`config.mk`:
```
export PLATFORM = sky130hd
export DESIGN_NAME = mem_arbiter
export DESIGN_NICKNAME = d
export VERILOG_FILES = /design/src/rtl/mem_arbiter_pkg.sv /design/src/rtl/mem_arbiter_rr_arbiter2.sv /design/src/rtl/mem_arbiter.sv
export SDC_FILE = /design/constraint.sdc
export NUM_CORES = 1
export LEC_CHECK = 0
export BUFFER_PORTS_ARGS = -buffer_cell sky130_fd_sc_hd__buf_4
export CORE_AREA = 4 4 337 339
export CTS_BUF_LIST = sky130_fd_sc_hd__clkbuf_8
export CTS_CLUSTER_SIZE = 14
export DETAILED_ROUTE_END_ITERATION = 10
export DIE_AREA = 0 0 341 343
export SKIP_CTS_REPAIR_TIMING = 1
export SLEW_MARGIN = 25
export SYNTH_ARGS = -nofsm -noshare
export SYNTH_HDL_FRONTEND = slang
export SYNTH_HIERARCHICAL = 1
export SYNTH_SLANG_ARGS = --single-unit
```
`constraint.sdc`:
```
create_clock -name clk -period 2.4 [get_ports clk]
set_input_delay 0.24 -clock clk [delete_from_list [all_inputs] [get_ports clk]]
set_output_delay 0.24 -clock clk [all_outputs]
set_load 0.01 [all_outputs]
```
`src/rtl/mem_arbiter_pkg.sv`:
```
// Shared types for the I/D-cache memory arbiter: FSM state encoding,
// grant identifiers and default port widths.
package mem_arbiter_pkg;

  localparam int ADDR_W_DEF = 28;
  localparam int DATA_W_DEF = 128;

  typedef enum logic [1:0] {
    IDLE    = 2'd0,
    BUSY_I  = 2'd1,
    BUSY_D  = 2'd2,
    RELEASE = 2'd3
  } state_e;

  typedef enum logic {
    GNT_I = 1'b0,
    GNT_D = 1'b1
  } gnt_e;

endpackage

```
`src/rtl/mem_arbiter_rr_arbiter2.sv`:
```
// Combinational two-way round-robin pick between the I-cache and D-cache
// requests, favouring whichever side was not granted last.
module rr_arbiter2
  import mem_arbiter_pkg::*;
(
  input  logic req_i,
  input  logic req_d,
  input  logic last_grant,
  output logic grant_valid,
  output logic grant_id
);

  always_comb begin
    grant_valid = req_i | req_d;
    grant_id    = GNT_I;
    if (req_i && req_d) begin
      grant_id = (last_grant == GNT_I) ? GNT_D : GNT_I;
    end else if (req_d) begin
      grant_id = GNT_D;
    end
  end

endmodule

```
`src/rtl/mem_arbiter.sv`:
```
// Shares the single memory port between I-cache and D-cache: grants one
// requester, holds its command until mem_ready, then forces a one-cycle gap.
module mem_arbiter
  import mem_arbiter_pkg::*;
#(
  parameter int ADDR_W = ADDR_W_DEF,
  parameter int DATA_W = DATA_W_DEF
) (
  input  logic              clk,
  input  logic              rst_n,
  input  logic              i_mem_read,
  input  logic              i_mem_write,
  input  logic [ADDR_W-1:0] i_mem_addr,
  input  logic [DATA_W-1:0] i_mem_wdata,
  output logic              i_mem_ready,
  output logic [DATA_W-1:0] i_mem_rdata,
  input  logic              d_mem_read,
  input  logic              d_mem_write,
  input  logic [ADDR_W-1:0] d_mem_addr,
  input  logic [DATA_W-1:0] d_mem_wdata,
  output logic              d_mem_ready,
  output logic [DATA_W-1:0] d_mem_rdata,
  output logic              mem_read,
  output logic              mem_write,
  output logic [ADDR_W-1:0] mem_addr,
  output logic [DATA_W-1:0] mem_wdata,
  input  logic              mem_ready,
  input  logic [DATA_W-1:0] mem_rdata
);

  state_e            state_q, state_d;
  logic              last_grant_q, last_grant_d;
  logic              mem_read_q, mem_read_d;
  logic              mem_write_q, mem_write_d;
  logic [ADDR_W-1:0] mem_addr_q, mem_addr_d;
  logic [DATA_W-1:0] mem_wdata_q, mem_wdata_d;
  logic [DATA_W-1:0] i_rdata_q, i_rdata_d;
  logic [DATA_W-1:0] d_rdata_q, d_rdata_d;

  logic grant_valid;
  logic grant_id;

  rr_arbiter2 u_rr (
    .req_i       (i_mem_read | i_mem_write),
    .req_d       (d_mem_read | d_mem_write),
    .last_grant  (last_grant_q),
    .grant_valid (grant_valid),
    .grant_id    (grant_id)
  );

  always_comb begin
    state_d      = state_q;
    last_grant_d = last_grant_q;
    mem_read_d   = mem_read_q;
    mem_write_d  = mem_write_q;
    mem_addr_d   = mem_addr_q;
    mem_wdata_d  = mem_wdata_q;
    i_rdata_d    = i_rdata_q;
    d_rdata_d    = d_rdata_q;

    case (state_q)
      IDLE: begin
        mem_read_d  = 1'b0;
        mem_write_d = 1'b0;
        mem_addr_d  = '0;
        mem_wdata_d = '0;
        if (grant_valid) begin
          last_grant_d = grant_id;
          // A request with both read and write set is treated as a write.
          if (grant_id == GNT_D) begin
            state_d     = BUSY_D;
            mem_write_d = d_mem_write;
            mem_read_d  = d_mem_read & ~d_mem_write;
            mem_addr_d  = d_mem_addr;
            mem_wdata_d = d_mem_wdata;
          end else begin
            state_d     = BUSY_I;
            mem_write_d = i_mem_write;
            mem_read_d  = i_mem_read & ~i_mem_write;
            mem_addr_d  = i_mem_addr;
            mem_wdata_d = i_mem_wdata;
          end
        end
      end
      BUSY_I, BUSY_D: begin
        if (mem_ready) begin
          state_d     = RELEASE;
          mem_read_d  = 1'b0;
          mem_write_d = 1'b0;
          mem_addr_d  = '0;
          mem_wdata_d = '0;
          if (state_q == BUSY_I) begin
            i_rdata_d = mem_rdata;
          end else begin
            d_rdata_d = mem_rdata;
          end
        end
      end
      RELEASE: begin
        state_d = IDLE;
      end
      default: begin
        state_d = IDLE;
      end
    endcase
  end

  always_ff @(posedge clk) begin
    if (!rst_n) begin
      state_q      <= IDLE;
      last_grant_q <= GNT_I;
      mem_read_q   <= 1'b0;
      mem_write_q  <= 1'b0;
      mem_addr_q   <= '0;
      mem_wdata_q  <= '0;
      i_rdata_q    <= '0;
      d_rdata_q    <= '0;
    end else begin
      state_q      <= state_d;
      last_grant_q <= last_grant_d;
      mem_read_q   <= mem_read_d;
      mem_write_q  <= mem_write_d;
      mem_addr_q   <= mem_addr_d;
      mem_wdata_q  <= mem_wdata_d;
      i_rdata_q    <= i_rdata_d;
      d_rdata_q    <= d_rdata_d;
    end
  end

  // Ready and read data reach only the granted cache; the other side keeps
  // the last block it was actually given.
  assign i_mem_ready = (state_q == BUSY_I) && mem_ready;
  assign d_mem_ready = (state_q == BUSY_D) && mem_ready;
  assign i_mem_rdata = (state_q == BUSY_I) ? mem_rdata : i_rdata_q;
  assign d_mem_rdata = (state_q == BUSY_D) ? mem_rdata : d_rdata_q;

  assign mem_read  = mem_read_q;
  assign mem_write = mem_write_q;
  assign mem_addr  = mem_addr_q;
  assign mem_wdata = mem_wdata_q;

endmodule

```
Word-level counts from Yosys, hierarchy flattened:

Index checks and enable logic that the tools add are counted.

* register bits after elaboration: 417
* bits of input ports: 447
* output and inout port bits: 416
* logic and storage cells: 56

* eq/ne operators: 5
* multiplexer cells: 24
* bitwise gates (word level): 8
* reductions and logical operators: 11

Operator list (number)
* two-way mux 128 bit: 5
* one-hot mux 128 bit (2 select lines): 1
* two-way mux 28 bit: 3
* one-hot mux 28 bit (2 select lines): 1
* two-way mux 1 bit: 8
* AND reduction 2 bit: 4
* two-way mux 2 bit: 3
* one-hot mux 2 bit (3 select lines): 1
* equality test 2 bit, second input constant: 2
* != test 2 bit, second input constant: 2
* one-hot mux 1 bit (2 select lines): 2
* logical AND 1 bit: 3
* inverter 1 bit: 3
* bitwise OR 1 bit: 3
* AND reduction 3 bit: 1
* AND 1 bit: 2
* equality test 2 x 1 -> 1 bit, second input constant: 1
* zero test 2 bit: 1
* nonzero test 2 bit: 1
* OR reduction 2 bit: 1

Longest topological paths before layout:

Gate-level depths: netlist (run 1).

* word-level depth: 6
* gate-level depth with buffers: 9
* depth with buffers taken out: 5

Hierarchy:

The synthesis (run 1) kept the hierarchy.

By module, submodules not included
* mem_arbiter: instances 1, cells an instance 1992, area each 20413.3 um^2, seq. area each 8348.0 um^2
* rr_arbiter2: instances 1, cells an instance 2, area each 13.8 um^2, seq. area each 0.0 um^2

Worst setup path after synthesis (run 1):

No wires, ideal clock.

* path kind: input port to flip-flop
* start: input port i_mem_read
* end: register mem_wdata_q[100], in the netlist mem_wdata[100]
* setup time: 0.118 ns
* data arrival time: 1.728 ns
* data required time: 2.282 ns
* path slack: 0.554 ns
* stages: 8
* path buffers: 3
* cell sequence: or2_2 a21boi_1 buf_2 buf_2 buf_2 mux2_2 a22oi_1 nor2b_1

* word-level cells in the longest chain between the ends: 6
* elaborated cells on any way between the ends: 7
* classes of those cells: 4 x mux; 2 x bitwise; 1 x reduce/logical

RTL lines
* start: declaration: line mem_arbiter.sv:11 `input logic i_mem_read,`
* bitwise OR 1 bit: line mem_arbiter.sv:44 `.req_i (i_mem_read | i_mem_write),`
* logical AND 1 bit: line mem_arbiter_rr_arbiter2.sv:16 `if (req_i && req_d) begin`
* two-way mux 1 bit: line mem_arbiter_rr_arbiter2.sv:16
* net grant_id: line mem_arbiter.sv:41 `logic grant_id;`
* two-way mux 128 bit: line mem_arbiter.sv:70 `if (grant_id == GNT_D) begin`
* two-way mux 128 bit: line mem_arbiter.sv:67 `if (grant_valid) begin`
* one-hot mux 128 bit (2 select lines): line mem_arbiter.sv:61 `case (state_q)`
* end signal: assignment: line mem_arbiter.sv:124 `mem_wdata_q <= mem_wdata_d;`
* end: declaration: line mem_arbiter.sv:36 `logic [DATA_W-1:0] mem_wdata_q, mem_wdata_d;`

The timed path passes the listed nets, and every way through them passes these cells.
A chain may end at the register's enable or synchronous reset.

Final worst setup path (run 1):

* start: register state_q[0]
* end: output port d_mem_rdata[49]

* word-level cells in the longest chain between the ends: 2

RTL lines
* start: declaration: line mem_arbiter.sv:31 `state_e state_q, state_d;`
* start signal: assignment: line mem_arbiter.sv:119 `state_q <= state_d;`
* equality test 2 bit: line mem_arbiter.sv:135 `assign d_mem_rdata = (state_q == BUSY_D) ? mem_rdata : d_rdata_q;`
* two-way mux 128 bit: line mem_arbiter.sv:135
* end: declaration: line mem_arbiter.sv:22 `output logic [DATA_W-1:0] d_mem_rdata,`

No other way between the ends.

==> impl_metrics.json, run 1 <==
{
  "min_path_type": "primary input to register",
  "finalHoldViolCount": 0,
  "cts_max_level": 3,
  "grt_overflow": 0,
  "critPathKind": "register to output pin",
  "sequentialPowerShare_pct": 23.9,
  "cellPowerDensity_nw_per_um2": 1100,
  "yosys_warnings": 6,
  "drv_cap": 0,
  "drc": 0,
  "syn2layout_area_growth_pct": 78.2,
  "wl_per_cell_um": 22.6,
  "switchingPower_mw": 16.2,
  "tritoncts": "yes",
  "rows": 122,
  "grt_pass1_wl_um": 137000,
  "synthTopCellsByArea": "dfxtp_1, mux2_2, nor2b_1, mux2i_1, a22oi_1",
  "synth_nets": 2445,
  "grt_pass1_vias": 17900,
  "comb_power_share_pct": 58.0,
  "p_sw_share_pct": 40.4,
  "synth_seq_cells": 417,
  "arrival_ps": 2270,
  "rr_startpoint": "last_grant_q",
  "finalNonFillerCells": 4881,
  "cts_made_buffers": 80,
  "layout-drive-gt1-share_pct": 44.8,
  "start_kind": "register",
  "syn_area_um2": 20400,
  "multiInputGateArea_um2": 11500,
  "period_share_pct": 105,
  "clkTransAtPathRegs_ps": 60,
  "portBuffers": 862,
  "grt_usage_pct": 16.2,
  "hold_depth": 4,
  "drtPass1Iterations": 5,
  "synth_flop_cell": "dfxtp_1",
  "place.gp.congestion": 0.909,
  "period_needed_ps": 2510,
  "clockBufferDepth": 3,
  "slew_violations": 0,
  "synth_area_leader_cell": "dfxtp_1",
  "holdCritStartpoint": "i_mem_wdata[53]",
  "synthArstFlopShare_pct": 0,
  "ir_drop_mv": 0.533,
  "timing.final.ws_setup_ps": -109,
  "finalSetupViolations": 131,
  "maxSlewHeadroom_pct": 50.4,
  "grt_max_degree": 87,
  "synth_edf_count": 0,
  "vias": 20500,
  "timing.rr.end": "mem_wdata[66]",
  "synth_top_area_share_pct": 40.9,
  "cts.sink_count": 417,
  "max_freq_ghz": 0.399,
  "ys_seq_area_share_pct": 40.9,
  "worstSkewPairLatency_ps": 670,
  "tightest_slew_ps": 744,
  "wl_um": 110000,
  "place_inst": 4244,
  "antenna_found_initial": 17,
  "rsz0062_at_grt": "yes",
  "clock-skew-final_ps": 33.1,
  "core_area_um2": 110000,
  "chipWidth_um": 341,
  "final_common_cell": "buf_4",
  "holdPathEnd": "mem_wdata[53]",
  "regArea_um2": 8360,
  "die_area_um2": 117000,
  "fin_nets": 3770,
  "p_int_mw": 23.8,
  "r2r_slack_ps": 10,
  "layout_common_cells": "buf_4, dlygate4sd3_1, dfxtp_1",
  "place_ws_ps": 247,
  "violations": "negative setup slack",
  "drtIter0Drc": 1206,
  "syn_inst": 1994,
  "dieHeight_um": 343,
  "crit_path_end_kind": "output pin",
  "avgSynthCellArea_um2": 10.2,
  "r2r_cells": 7,
  "hold_ws_ps": 54.8,
  "cp_max_fo": 25,
  "io_pins": 863,
  "root_buffer": "clkbuf_8",
  "fillCellCount": 11100,
  "status": "finished with violations",
  "postRouteAntennaNets": 0,
  "start_util_pct": 18.5,
  "place_hpwl_um": 79400,
  "leakage_nw": 15.2,
  "synth_cell_types": 29,
  "critical_path_required_ps": 2160,
  "finalPower_mw": 40.0,
  "clkPwrFrac_pct": 18.1,
  "vias_per_cell": 4.20
}
==> how the worst max path moves through the flow <==
stage	from	to	slack, ps	cells past startpoint
after global routing	state_q[0]	d_mem_rdata[49]	-230	6
after floorplan	i_mem_read	mem_wdata[100]	550	8
after detailed placement	state_q[0]	mem_wdata[103]	250	7
after global placement	state_q[0]	mem_wdata[117]	280	6
final	state_q[0]	d_mem_rdata[49]	-110	6
after CTS	state_q[1]	i_mem_rdata[1]	-490	6
==> synth_stat cells, types with 4 or more instances <==
| library cell | number |
|---|---|
| clkbuf_1 | 56 |
| a22oi_1 | 157 |
| a21boi_0 | 129 |
| buf_2 | 82 |
| dfxtp_1 | 417 |
| buf_4 | 7 |
| inv_1 | 4 |
| nor2b_1 | 288 |
| buf_8 | 10 |
| ha_1 | 4 |
| nand2_1 | 259 |
| buf_6 | 15 |
| mux2_2 | 413 |
| mux2i_1 | 129 |
==> registers in the layout, summed over array words and instances (netlist names) <==
name and cells:
state_q 2, last_grant_q 1, i_rdata_q 128, mem_addr 28, mem_read 1, d_rdata_q 128
mem_wdata 128, mem_write 1
==> power groups by stage <==
stage,registers [mW],clock network (mW),logic (mW)
2_1_floorplan,9.64,0,10.3
4_1_cts,9.50,7.56,20.0
3_3_place_gp,9.58,0,19.9
5_1_grt,9.72,7.84,24.5
3_5_place_dp,9.64,0,20.0
6_report,9.58,7.25,23.2
==> layout make-up <==
class | instances | share of cell area, %
timing repair buffer | 1414 | 35.8
multi-input combinational | 1402 | 31.6
sequential | 417 | 23.0
tap | 1488 | 5.12
clock buffer | 90 | 3.40
clock inverter | 51 | 0.993
antenna | 15 | 0.103
inverter | 4 | 0.0550
==> stage by stage <==
step	util (%)	area, µm²	setup TNS, ps
after floorplan	-	20400	0
after global placement	26.2	28900	0
after detailed placement	26.2	28900	0
after CTS	27.6	30500	-69530
after global routing	33.0	36400	-36890
final	33.0	36400	-3780
==> routing by layer <==
layer | track usage, % | vias to the layer above | routed length (µm)
met1 | 19.0 | 9734 | 42400
li1 | - | 9634 | -
met3 | 5.62 | 192 | 9740
met5 | 0 | - | 38
met2 | 28.1 | 925 | 54600
met4 | 4.16 | 6 | 3390
==> critical path, stage by stage (launching register included) <==
cell and delay (ps):
dfxtp_4 360, inv_4 70, ha_4 180, buf_4 140
buf_16 170, mux2_2 460, buf_4 180
==> kinds of logic (layout without fill, tap and decap cells) <==
kind of cell	after synthesis	in the layout	share of synthesized area (%)
and+or+nand+nor	563	563	14.1
muxes	542	542	29.1
DFF	417	417	40.9
AOI/OAI and AO/OA	293	293	10.7
buffers and inverters	175	1559	4.96
adders and majority gates	4	4	0.245
other	0	15	0
(Power assumes the default switching activity.)
==> run 2: changes to the inputs <==
--- a/config.mk
+++ b/config.mk
@@ -16,4 +16,3 @@
 export SYNTH_ARGS = -nofsm -noshare
 export SYNTH_HDL_FRONTEND = slang
-export SYNTH_HIERARCHICAL = 1
 export SYNTH_SLANG_ARGS = --single-unit
==> constraint.sdc (replaced) <==
create_clock -name clk -period 2.4 [get_ports clk]
set_input_delay 0.24 -clock clk [delete_from_list [all_inputs] [get_ports clk]]
set_output_delay 0.24 -clock clk [all_outputs]
set_load 0.02 [all_outputs]
==> run 2 against run 1 <==
Compared with the run above: the run still ends with negative setup slack left; worst hold slack got worse by 26 ps; cell count is 2.6% higher; critical endpoint is now d_mem_rdata[13]; combinational power is 13% higher; register-to-register slack better by 110 ps; via count increased by 1.7%; sequential share of layout area hardly changed; largest power group unchanged.
==> impl_metrics.json, run 2 <==
{
  "placed_area_um2": 27500,
  "fin_nets": 3903,
  "holdPathEnd": "mem_addr[8]",
  "io_pins": 863,
  "yosys_warnings": 0,
  "die_area_um2": 117000,
  "tritoncts": "yes",
  "multiInputGateArea_um2": 10800,
  "start_util_pct": 17.4,
  "layout-drive-gt1-share_pct": 39.2,
  "grt_usage_pct": 16.5,
  "cts_max_level": 3,
  "drtPass1Iterations": 5,
  "rows": 122,
  "finalNonFillerCells": 5010,
  "place_ws_ps": 223,
  "place.gp.congestion": 0.935,
  "timing.rr.end": "mem_wdata[101]",
  "cpMaxStageDelayCell": "dfxtp_4",
  "rr_startpoint": "last_grant_q",
  "holdCritStartpoint": "i_mem_addr[8]",
  "portBuffers": 862,
  "timing.final.ws_setup_ps": -122,
  "synth_area_leader_cell": "dfxtp_1",
  "synth_edf_count": 0,
  "drtIter0Drc": 1145,
  "synth_nets": 2567,
  "synth_top_area_share_pct": 43.6,
  "grt_pass1_vias": 18300,
  "regArea_um2": 8360,
  "hold_depth": 3,
  "fin_setup_tns_ps": -8430,
  "grt_pass1_wl_um": 138000,
  "cts_made_buffers": 83,
  "drc": 0,
  "worstSkewPairLatency_ps": 710,
  "fin_util_pct": 32.9,
  "layout_common_cells": "buf_4, dlygate4sd3_1, dfxtp_1",
  "critPathKind": "register to output pin",
  "min_path_type": "primary input to register",
  "r2r_cells": 6,
  "design_area_um2": 36300,
  "grt_overflow": 0,
  "start_kind": "register",
  "clockBufferDepth": 3,
  "postRouteAntennaNets": 0,
  "synthTopCellsByArea": "dfxtp_1, mux2_2, mux2i_1, nand2_1, nor2_1",
  "hold_ws_ps": 28.6,
  "synth_most_common_cell": "dfxtp_1",
  "antenna_found_initial": 24,
  "grt_max_degree": 124,
  "violations": "negative setup slack",
  "ir_drop_mv": 0.740,
  "max_freq_ghz": 0.397,
  "drv_cap": 0,
  "critical_path_required_ps": 2160,
  "period_share_pct": 105,
  "finalSetupViolations": 178,
  "finalPower_mw": 45.3,
  "maxSlewHeadroom_pct": 54.9,
  "synth_seq_cells": 417,
  "synthTopCellsByCount": "dfxtp_1, nand2_1, nor2_1, mux2_2, mux2i_1",
  "dieHeight_um": 343,
  "avgSynthCellArea_um2": 9.05,
  "tightest_slew_ps": 674,
  "period_needed_ps": 2520,
  "fillCellCount": 11100,
  "place_inst": 4363,
  "synthArstFlopShare_pct": 0,
  "cts.sink_count": 417,
  "vias": 20800,
  "synth_cell_types": 30,
  "wl_um": 115000,
  "r2r_slack_ps": 120,
  "wl_per_cell_um": 22.9,
  "cp_max_fo": 6,
  "synth_flop_cell": "dfxtp_1",
  "chipWidth_um": 341,
  "crit_chain": "inv_4 -> ha_4 -> buf_12 -> clkbuf_16 -> clkbuf_16 -> mux2_4 -> buf_6",
  "syn2layout_area_growth_pct": 89.6,
  "crit_path_end_kind": "output pin",
  "syn_inst": 2117,
  "vias_per_cell": 4.16,
  "leakage_nw": 15.9,
  "root_buffer": "clkbuf_8",
  "cellPowerDensity_nw_per_um2": 1250,
  "place_hpwl_um": 80700,
  "status": "finished with violations",
  "ys_seq_area_share_pct": 43.6,
  "arrival_ps": 2280,
  "max_stage_delay_ps": 370,
  "syn_area_um2": 19200,
  "rsz0062_at_grt": "yes",
  "clock-skew-final_ps": 51.8,
  "core_area_um2": 110000,
  "finalHoldViolCount": 0,
  "critPathMostFrequentCell": "clkbuf_16",
  "final_common_cell": "buf_4",
  "slew_violations": 0,
  "clkTransAtPathRegs_ps": 60
}
==> run 2: cell types whose count changed in the layout (fill, tap and decap cells not counted), moves of 131 or more <==
cell	delta
nor2b_1	-287
mux2_2	-264
nor2_1	+259
a22oi_1	-157
nand2_1	+155
o21ai_1	+131
==> run 2: worst max path at each step <==
| stage | startpoint | cells past startpoint | to |
|---|---|---|---|
| floorplan | state_q[0] | 9 | mem_read |
| global placement | state_q[0] | 6 | mem_wdata[32] |
| detailed placement | state_q[0] | 6 | mem_wdata[5] |
| CTS | state_q[0] | 5 | d_mem_rdata[1] |
| global route | state_q[1] | 7 | i_mem_rdata[25] |
| finish | state_q[0] | 7 | d_mem_rdata[13] |
==> run 2: routing by layer <==
metal	vias to the layer above	global-route usage (%)	part of all wire (%)	wire length (µm)
met3	212	4.92	7.7	8870
met5	-	0	0.093	107
met1	9942	18.0	37	42100
met4	18	5.98	3.8	4370
li1	9831	-	-	-
met2	837	30.3	52	59300
==> run 2: cell families (layout without fill, tap and decap cells) <==
kind of cell	count (synthesis)	in the layout	share of synthesized area, %
compound gates	301	301	9.68
fa+ha+maj	3	3	0.196
buf+inv	171	1567	4.78
flops	417	417	43.6
mux	412	412	23.2
other cells	0	9	0
simple gates	813	813	18.6
==> run 2: cell type report <==
class	count	share of cell area, %
diodes	9	0.0620
clock buffers	100	3.79
clock inverters	45	1.27
inverters	5	0.0654
multi-input cells	1529	29.6
flip-flops and latches	417	23.0
well taps	1488	5.12
repair buffers	1417	37.1
==> run 2: worst max-delay path, delay by kind of cell, from the launching register on <==
kind | cells | cell delay [ps]
muxes | 1 | 340
buffers and inverters | 5 | 660
DFF | 1 | 370
adders and majority gates | 1 | 180
==> run 2: report_power, final <==
group	internal [mW]	leakage, nW	switching (mW)
sequential	9.49	3.42	1.46
clock	4.76	1.02	3.50
combinational	12.0	11.5	14.0
total	26.3	15.9	19.0
